**src/rtl/esfa_cell_sequencer.sv**
```systemverilog
// Command sequencer for a broadcast-bus ESFA cell array: issues raw selector ops and a composite INSERT.
// Optional build macro ESFA_SEQ_MULTIHIT_EN flags multi-hit lookups on ops 1, 2, 6 and 7 as errors.
module esfa_cell_sequencer #(
  parameter int N_CELLS = 8,
  parameter int DW      = 8,
  localparam int CW     = (N_CELLS > 1) ? $clog2(N_CELLS) : 1
) (
  input  logic                  clk,
  input  logic                  rst,
  input  logic                  cmd_valid,
  output logic                  cmd_ready,
  input  logic [3:0]            cmd_op,
  input  logic [DW-1:0]         cmd_index,
  input  logic [DW-1:0]         cmd_value,
  input  logic [DW-1:0]         cmd_metadata,
  input  logic                  cmd_is_meta,
  output logic [DW-1:0]         cell_selector,
  output logic [DW-1:0]         cell_index,
  output logic [DW-1:0]         cell_value,
  output logic [DW-1:0]         cell_metadata,
  output logic                  cell_is_meta,
  input  logic [N_CELLS-1:0]    cell_bool,
  input  logic [N_CELLS*DW-1:0] cell_result,
  input  logic [N_CELLS*DW-1:0] cell_context,
  output logic                  resp_valid,
  input  logic                  resp_ready,
  output logic                  resp_hit,
  output logic [CW-1:0]         resp_cell,
  output logic [DW-1:0]         resp_value,
  output logic [DW-1:0]         resp_context,
  output logic [CW:0]           resp_count,
  output logic                  resp_err
);

  localparam logic [3:0] OP_UPDATE = 4'd0;
  localparam logic [3:0] OP_MARK   = 4'd5;
  localparam logic [3:0] OP_INSERT = 4'd8;

  typedef enum logic [2:0] {
    IDLE        = 3'd0,
    ISSUE       = 3'd1,
    SAMPLE      = 3'd2,
    ISSUE_SCAN  = 3'd3,
    SAMPLE_SCAN = 3'd4,
    ISSUE_WR    = 3'd5,
    SAMPLE_WR   = 3'd6,
    RESP        = 3'd7
  } state_t;

  function automatic logic [DW-1:0] ext_op(input logic [3:0] op);
    logic [DW-1:0] r;
    r      = '0;
    r[3:0] = op;
    return r;
  endfunction

  function automatic logic [DW-1:0] ext_cell(input logic [CW-1:0] c);
    logic [DW-1:0] r;
    r         = '0;
    r[CW-1:0] = c;
    return r;
  endfunction

  function automatic logic [CW-1:0] lowest_set(input logic [N_CELLS-1:0] m);
    logic [CW-1:0] r;
    r = '0;
    for (int i = N_CELLS - 1; i >= 0; i--) begin
      if (m[i]) begin
        r = CW'(i);
      end else begin
        r = r;
      end
    end
    return r;
  endfunction

  function automatic logic [CW:0] pop_count(input logic [N_CELLS-1:0] m);
    logic [CW:0] r;
    r = '0;
    for (int i = 0; i < N_CELLS; i++) begin
      r = r + {{CW{1'b0}}, m[i]};
    end
    return r;
  endfunction

  state_t        state_r, next_state_s;
  logic [3:0]    op_r;
  logic [DW-1:0] index_r, value_r;
  logic [CW-1:0] free_r;

  logic          accept_s, any_bool_s, bool_free_s, multi_err_s;
  logic [CW-1:0] low_s;
  logic [CW:0]   cnt_s;
  logic [DW-1:0] res_low_s, ctx_low_s, res_free_s, ctx_free_s;

  logic          next_ready_s, next_is_meta_s;
  logic [DW-1:0] next_sel_s, next_idx_s, next_val_s, next_meta_s;
  logic          next_rvalid_s, next_hit_s, next_err_s;
  logic [CW-1:0] next_cell_s;
  logic [DW-1:0] next_rvalue_s, next_rctx_s;
  logic [CW:0]   next_count_s;

  assign accept_s    = cmd_valid && cmd_ready;
  assign any_bool_s  = |cell_bool;
  assign low_s       = lowest_set(cell_bool);
  assign cnt_s       = pop_count(cell_bool);
  assign res_low_s   = cell_result[int'(low_s) * DW +: DW];
  assign ctx_low_s   = cell_context[int'(low_s) * DW +: DW];
  assign res_free_s  = cell_result[int'(free_r) * DW +: DW];
  assign ctx_free_s  = cell_context[int'(free_r) * DW +: DW];
  assign bool_free_s = cell_bool[free_r];

`ifdef ESFA_SEQ_MULTIHIT_EN
  assign multi_err_s = ((op_r == 4'd1) || (op_r == 4'd2) || (op_r == 4'd6) || (op_r == 4'd7))
                       && (cnt_s > (CW+1)'(1));
`else
  assign multi_err_s = 1'b0;
`endif

  // State, bus and response registers; reset drops any in-flight command.
  always_ff @(posedge clk) begin
    if (rst) begin
      state_r       <= IDLE;
      cmd_ready     <= 1'b1;
      cell_selector <= ext_op(OP_MARK);
      cell_index    <= '0;
      cell_value    <= '0;
      cell_metadata <= '0;
      cell_is_meta  <= 1'b0;
      resp_valid    <= 1'b0;
      resp_hit      <= 1'b0;
      resp_cell     <= '0;
      resp_value    <= '0;
      resp_context  <= '0;
      resp_count    <= '0;
      resp_err      <= 1'b0;
    end else begin
      state_r       <= next_state_s;
      cmd_ready     <= next_ready_s;
      cell_selector <= next_sel_s;
      cell_index    <= next_idx_s;
      cell_value    <= next_val_s;
      cell_metadata <= next_meta_s;
      cell_is_meta  <= next_is_meta_s;
      resp_valid    <= next_rvalid_s;
      resp_hit      <= next_hit_s;
      resp_cell     <= next_cell_s;
      resp_value    <= next_rvalue_s;
      resp_context  <= next_rctx_s;
      resp_count    <= next_count_s;
      resp_err      <= next_err_s;
    end
  end

  // Command field latches and the free cell found by the INSERT scan.
  always_ff @(posedge clk) begin
    if (rst) begin
      op_r    <= 4'd0;
      index_r <= '0;
      value_r <= '0;
      free_r  <= '0;
    end else begin
      if (accept_s) begin
        op_r    <= cmd_op;
        index_r <= cmd_index;
        value_r <= cmd_value;
      end else begin
        op_r    <= op_r;
        index_r <= index_r;
        value_r <= value_r;
      end
      if (state_r == SAMPLE_SCAN) begin
        free_r <= low_s;
      end else begin
        free_r <= free_r;
      end
    end
  end

  // Next-state logic.
  always_comb begin
    next_state_s = state_r;
    case (state_r)
      IDLE: begin
        if (!accept_s)               next_state_s = IDLE;
        else if (cmd_op == OP_INSERT) next_state_s = ISSUE_SCAN;
        else if (cmd_op > OP_INSERT)  next_state_s = RESP;
        else                          next_state_s = ISSUE;
      end
      ISSUE:       next_state_s = SAMPLE;
      SAMPLE:      next_state_s = RESP;
      ISSUE_SCAN:  next_state_s = SAMPLE_SCAN;
      SAMPLE_SCAN: next_state_s = any_bool_s ? ISSUE_WR : RESP;
      ISSUE_WR:    next_state_s = SAMPLE_WR;
      SAMPLE_WR:   next_state_s = RESP;
      RESP:        next_state_s = resp_ready ? IDLE : RESP;
      default:     next_state_s = IDLE;
    endcase
  end

  // Output values for the next cycle: bus follows the state being entered, response is captured on entry to RESP.
  always_comb begin
    next_ready_s   = (next_state_s == IDLE);
    next_sel_s     = ext_op(OP_MARK);
    next_idx_s     = '0;
    next_val_s     = '0;
    next_meta_s    = '0;
    next_is_meta_s = 1'b0;
    case (next_state_s)
      ISSUE: begin
        next_sel_s     = ext_op(cmd_op);
        next_idx_s     = cmd_index;
        next_val_s     = cmd_value;
        next_meta_s    = cmd_metadata;
        next_is_meta_s = cmd_is_meta;
      end
      ISSUE_WR: begin
        next_sel_s     = ext_op(OP_UPDATE);
        next_idx_s     = index_r;
        next_val_s     = value_r;
        next_meta_s    = ext_cell(low_s);
        next_is_meta_s = 1'b1;
      end
      default: next_sel_s = ext_op(OP_MARK);
    endcase

    next_rvalid_s = resp_valid;
    next_hit_s    = resp_hit;
    next_cell_s   = resp_cell;
    next_rvalue_s = resp_value;
    next_rctx_s   = resp_context;
    next_count_s  = resp_count;
    next_err_s    = resp_err;
    case (state_r)
      IDLE: begin
        if (accept_s && (cmd_op > OP_INSERT)) begin
          next_rvalid_s = 1'b1;
          next_hit_s    = 1'b0;
          next_cell_s   = '0;
          next_rvalue_s = '0;
          next_rctx_s   = '0;
          next_count_s  = '0;
          next_err_s    = 1'b1;
        end else begin
          next_rvalid_s = resp_valid;
        end
      end
      SAMPLE: begin
        next_rvalid_s = 1'b1;
        // Writes 3 and 4 leave the bool outputs stale, so no hit is reported for them.
        if ((op_r == 4'd3) || (op_r == 4'd4)) begin
          next_hit_s    = 1'b0;
          next_cell_s   = '0;
          next_count_s  = '0;
          next_rvalue_s = cell_result[DW-1:0];
          next_rctx_s   = cell_context[DW-1:0];
          next_err_s    = 1'b0;
        end else begin
          next_hit_s    = any_bool_s;
          next_cell_s   = low_s;
          next_count_s  = cnt_s;
          next_rvalue_s = res_low_s;
          next_rctx_s   = ctx_low_s;
          next_err_s    = multi_err_s;
        end
      end
      SAMPLE_SCAN: begin
        if (!any_bool_s) begin
          next_rvalid_s = 1'b1;
          next_hit_s    = 1'b0;
          next_cell_s   = '0;
          next_rvalue_s = '0;
          next_rctx_s   = '0;
          next_count_s  = '0;
          next_err_s    = 1'b1;
        end else begin
          next_rvalid_s = resp_valid;
        end
      end
      SAMPLE_WR: begin
        next_rvalid_s = 1'b1;
        next_hit_s    = bool_free_s;
        next_cell_s   = free_r;
        next_rvalue_s = res_free_s;
        next_rctx_s   = ctx_free_s;
        next_count_s  = cnt_s;
        next_err_s    = !bool_free_s;
      end
      RESP: begin
        if (resp_ready) begin
          next_rvalid_s = 1'b0;
        end else begin
          next_rvalid_s = 1'b1;
        end
      end
      default: next_rvalid_s = resp_valid;
    endcase
  end

endmodule

```
**config.mk**
```make
export PLATFORM = sky130hd
export DESIGN_NAME = esfa_cell_sequencer
export DESIGN_NICKNAME = d
export VERILOG_FILES = /design/src/rtl/esfa_cell_sequencer.sv
export SDC_FILE = /design/constraint.sdc
export NUM_CORES = 1
export LEC_CHECK = 0
export CAP_MARGIN = 10
export CORE_MARGIN = 5
export CORE_UTILIZATION = 40
export DETAILED_ROUTE_END_ITERATION = 10
export HOLD_SLACK_MARGIN = 0.02
export PLACE_DENSITY = 0.9
export SYNTH_ARGS = -nofsm -noshare
export SYNTH_HDL_FRONTEND = slang
export SYNTH_SLANG_ARGS = --single-unit
```
**constraint.sdc**
```tcl
create_clock -name clk -period 3.6 [get_ports clk]
set_input_delay 1.08 -clock clk [delete_from_list [all_inputs] [get_ports clk]]
set_output_delay 1.08 -clock clk [all_outputs]
set_load 0.01 [all_outputs]
```
==> metrics.yaml, run 1 <==
status: "completed"
h-tree-depth: 3
ys_warn_count: 0
seq_area_frac_synth_pct: 30.0
ctsHoldBuffers: 0
rrSetupSlack_ns: 1.01
min_period_ns: 3.51
wirelength_um: 19500
syn_inst: 618
start_kind: "input pin"
power.density_nw_per_um2: 474
crit_start: "cell_bool[3]"
min_from: "index_r[0]"
path_class: "input pin to register"
drive_gt1_share_pct: 13.9
die_w_um: 127
finalHoldViolCount: 0
synth_common_cells: "dfxtp_1 (82), nand2_1 (82), nor2_1 (50)"
worstMarginPinSlew_ns: 1.09
start_util_pct: 41.0
yosysTopAreaCell: "dfxtp_1"
p_leak_nw: 2.92
setup_violations: 0
first_pass_iters: 5
cts_root_buffer: "clkbuf_16"
rr_startpoint: "op_r[1]"
ir_drop_v: 0.000310
grt_pass1_wl_um: 29700
whs_path_depth: 2
wl_per_cell_um: 19.1
worst_r2r_path_depth: 6
insertion_delay_ns: 0.34
cp.arrival_ns: 3.74
n_antenna_cell: 0
final.setup.tns_ns: 0
coreArea_um2: 13300
fin_skew_ns: 0.00728
synth_edf_count: 0
portBuffers: 224
power_mw: 3.93
synth-main-ff-cell: "dfxtp_1"
routabilityCongestion: 0.867
yosysTopAreaCellShare_pct: 30.0
synth_seq_cells: 82
grtUsageTotal_pct: 22.8
cts_tree: "yes"
fin_nets: 1012
fmax_mhz: 285
drc: 0
clk_pin_slew_worst_paths_ns: 0.07
synth_area_leaders: "dfxtp_1 (30%), mux4_2 (14%), mux2i_1 (6.6%), nand2_1 (5.6%), a21oi_1 (4.2%)"
required_ns: 3.83
io-pin-count: 229
drt_iter0_markers: 465
antenna_found_initial: 0
end_kind: "register"
utilization_pct: 62.1
die_area_um2: 16100
maxSlewViolCount: 0
ys_types: 60
dieHeight_um: 127
area_growth_pct: 51.4
synth.avg_cell_area_um2: 8.87
place_hpwl_um: 14800
r2r-end: "resp_context[5]"
async_reset_ff_share_pct: 0
fin_crit_sh_pct: 97.5
clockBufferDepth: 2
grt_pass1_vias: 5702
rows: 42
cts.sinks: 82
maxCapViolCount: 0
dp.cells: 998
vias_per_cell: 5.80
numCtsBuffers: 9
ant_nets: 0
grt_start_max_net_pins: 33
slew_headroom_pct: 26.6
fin_cells: 1016
synth_area_um2: 5480
routed-via-count: 5889
crit_fanout: 2
rsz0062_at_grt: "false"
holdCritPathClass: "register to register"
grt_remaining_overflow: 0
min_to: "index_r[0]"
-- power breakdown --
part / internal [mW] / total (mW) / switching (mW)
logic: 0.916 / 1.78 / 0.867
clock network: 0.489 / 0.916 / 0.428
registers: 1.09 / 1.23 / 0.139
-- state kept, by name (all words and copies together) (netlist names), 3 cells and up --
signal and count:
cell_index 8, cell_selector 4, cell_value 8, resp_cell 3
resp_count 4, cell_metadata 8, free_r 3, resp_context 8
state_r 3, index_r 8, resp_value 8, value_r 8
op_r 4
-- layout make-up --
type | count | area [um2]
timing repair buffer | 257 | 2510
tap | 176 | 220
multi-input combinational | 465 | 3540
clock inverter | 7 | 71.3
fill | 1104 | 5050
sequential | 82 | 1640
inverter | 20 | 75.1
clock buffer | 9 | 225
-- placed cells by master, fill, tap and decap left out, types with 22 or more instances in the layout --
cell             netlist  layout
a21oi_1               46      46
buf_4                  5      30
clkdlybuf4s50_1        0     220
dfxtp_1               82      81
mux2i_1               36      36
mux4_2                34      34
nand2_1               82      82
nand3_1               22      22
nor2_1                50      50
o21ai_0               26      26
-- how the worst max path moves through the flow --
stage / to / cells after the start
3_5_place_dp: resp_count[1] / 12
4_1_cts: resp_count[1] / 12
3_3_place_gp: resp_count[1] / 12
6_report: resp_count[1] / 12
5_1_grt: resp_count[1] / 12
2_1_floorplan: resp_count[2] / 11
-- critical path, cell delays in order --
cell     delay (ns)
buf_6          0.10
fa_1           0.54
inv_2          0.04
fa_1           0.52
fa_1           0.42
inv_1          0.07
ha_2           0.18
inv_2          0.04
fa_2           0.52
inv_2          0.04
a22oi_2        0.13
nor2_1         0.06
-- stage by stage --
stage                     setup WS, ns  cell area (um2)  hold WS, ns
final                           0.0894             8290        0.455
after floorplan                -0.0456             5490        0.437
after detailed placement        -0.626             7980        0.447
after global routing            0.0208             8290        0.471
after CTS                      0.00434             8290        0.456
after global placement          -0.593             7980        0.441
-- what timing repair did --
| action | 4_1_cts | 5_1_grt |
|---|---|---|
| endpoints found under the setup margin | 2 | 2 |
| buffers inserted | 1 | 1 |
| pin swaps | 1 | 7 |
| resized for setup | 7 | 12 |
-- layer usage --
layer	up-vias	global-route usage [%]	wire (um)
met5	-	0	0
met4	0	7.13	410
met3	28	5.22	1790
met2	316	40.3	9880
met1	2799	27.6	7380
li1	2746	-	-
-- cell families (layout without fill, tap and decap cells) --
| logic type | Yosys count | after routing | share of synthesized area (%) |
|---|---|---|---|
| simple gates | 192 | 192 | 16.2 |
| compound gates | 189 | 189 | 24.6 |
| flops | 82 | 82 | 30.0 |
| buf+inv | 75 | 293 | 6.03 |
| mux | 70 | 70 | 20.6 |
| fa+ha+maj | 8 | 8 | 2.38 |
| other cells | 1 | 5 | 0.0684 |
| xor+xnor | 1 | 1 | 0.160 |
Note: power is estimated with default switching activity, not from simulation.
==> run 2: changes to the inputs <==
Settings changed: PLACE_DENSITY 0.9 to 0.87.
Clock period 3.6 ns to 3.93 ns, I/O delays scaled along.
==> run 2 against run 1 <==
Sequential share of layout area increased by 0.26 points. Clock-buffer cell count unchanged. Final area decreased by 1.3%. Via count increased by 0.56%.
==> metrics.yaml, run 2 (synthesis gave the netlist of run 1 again) <==
fin_hold_ws_ns: 0.457
crit_path_cell_trace: "dlygate4sd2_1 -> fa_1 -> inv_1 -> fa_1 -> fa_1 -> inv_1 -> ha_1 -> inv_1 -> fa_1 -> inv_1 -> a22oi_1 -> nor2_1"
n_antenna_cell: 0
fin_skew_ns: 0.00890
fin_cells: 1004
grt_pass1_wl_um: 30700
finalHoldViolCount: 0
numCtsBuffers: 9
insertion_delay_ns: 0.33
clockBufferDepth: 2
maxCapViolCount: 0
start_util_pct: 41.0
slowest_delay_ns: 0.54
die_w_um: 127
worstMarginPinSlew_ns: 1.00
routabilityCongestion: 0.886
routed-via-count: 5922
coreArea_um2: 13300
power.density_nw_per_um2: 434
cts_root_buffer: "clkbuf_16"
fin_nets: 1000
drive_gt1_share_pct: 11.6
critPathTopFamily: "adder cells"
cp.arrival_ns: 4.00
cts_tree: "yes"
min_period_ns: 3.79
portBuffers: 224
grt_start_max_net_pins: 45
first_pass_iters: 5
setup_violations: 0
grtUsageTotal_pct: 23.4
path_buf_inv: 5
h-tree-depth: 3
holdCritPathClass: "register to register"
required_ns: 4.14
start_kind: "input pin"
maxSlewViolCount: 0
io-pin-count: 229
grt_remaining_overflow: 0
ir_drop_v: 0.000281
slowest_stage: "fa_1"
die_area_um2: 16100
drc: 0
area_growth_pct: 49.4
end_kind: "register"
path_class: "input pin to register"
fmax_mhz: 264
p_leak_nw: 2.86
fin_crit_sh_pct: 96.5
cts_setup_buffers: 0
vias_per_cell: 5.90
wl_per_cell_um: 19.4
dieHeight_um: 127
clk_pin_slew_worst_paths_ns: 0.07
grt_pass1_vias: 5952
dp.cells: 988
rsz0062_at_grt: "false"
cts.sinks: 82
wirelength_um: 19500
final.fill_count: 1155
status: "completed"
power_mw: 3.55
crit_fanout: 2
place_hpwl_um: 14700
most-common-layout-cells: "clkdlybuf4s50_1 (220), nand2_1 (82), dfxtp_1 (81)"
final_common_cell: "clkdlybuf4s50_1"
drt_iter0_markers: 451
slew_headroom_pct: 32.6
rows: 42
antenna_found_initial: 0
ant_nets: 0
-- run 2: cell count changes in the layout (fill, tap and decap cells not counted), sizes merged --
| cell | change |
|---|---|
| buf | -14 |
| clkbuf | -1 |
| clkinv | +1 |
| dlygate4sd2 | +3 |
| inv | -1 |
-- run 2: layer usage --
layer	vias to the layer above	wire length (um)	global-route usage [%]
met2	322	9680	39.9
met5	-	0	0
met4	0	749	10.2
met1	2806	7320	28.0
met3	63	1730	5.76
li1	2731	-	-
-- run 2: report_power, final --
part	switching, mW	internal (mW)	total [mW]
sequential	0.135	0.999	1.13
combinational	0.772	0.816	1.59
clock	0.382	0.446	0.828
-- run 2: final timing paths --
path / end / start / slack [ns] / depth (start not counted)
worst min register to register: value_r[0] / value_r[0] / 0.46 / 2
worst max-delay path: resp_count[1] / cell_bool[0] / 0.14 / 12
worst max register to register: resp_context[5] / op_r[1] / 1.42 / 6
worst min-delay path: value_r[0] / value_r[0] / 0.46 / 2
-- run 2: through the flow --
step	instance area, um2	setup slack [ns]	util [%]	setup TNS [ns]
2_1_floorplan	5490	0.185	-	0
3_3_place_gp	7890	-0.360	59.1	-0.719
3_5_place_dp	7890	-0.432	59.1	-0.918
4_1_cts	8190	0.140	61.3	0
5_1_grt	8190	0.000286	61.3	0
6_report	8190	0.139	61.3	0
-- run 2: timing repair --
action                     CTS  global route
pin swaps                    0             1
resized for setup            3             0
hold buffers                 0             0
setup endpoints to repair    2             1
-- run 2: worst min-delay path, delay by kind of cell (launching register included) --
kind	cells	cell delay [ns]
compound gates	1	0.05
flops	1	0.31
simple gates	1	0.05
-- run 2: layout make-up --
type	count	area, um2	area share, %
Clock inverter	7	71.3	0.871
Inverter	20	75.1	0.917
Multi-Input combinational cell	465	3530	43.2
Sequential cell	82	1640	20.1
Tap cell	176	220	2.69
Clock buffer	9	225	2.75
Timing Repair Buffer	245	2420	29.5
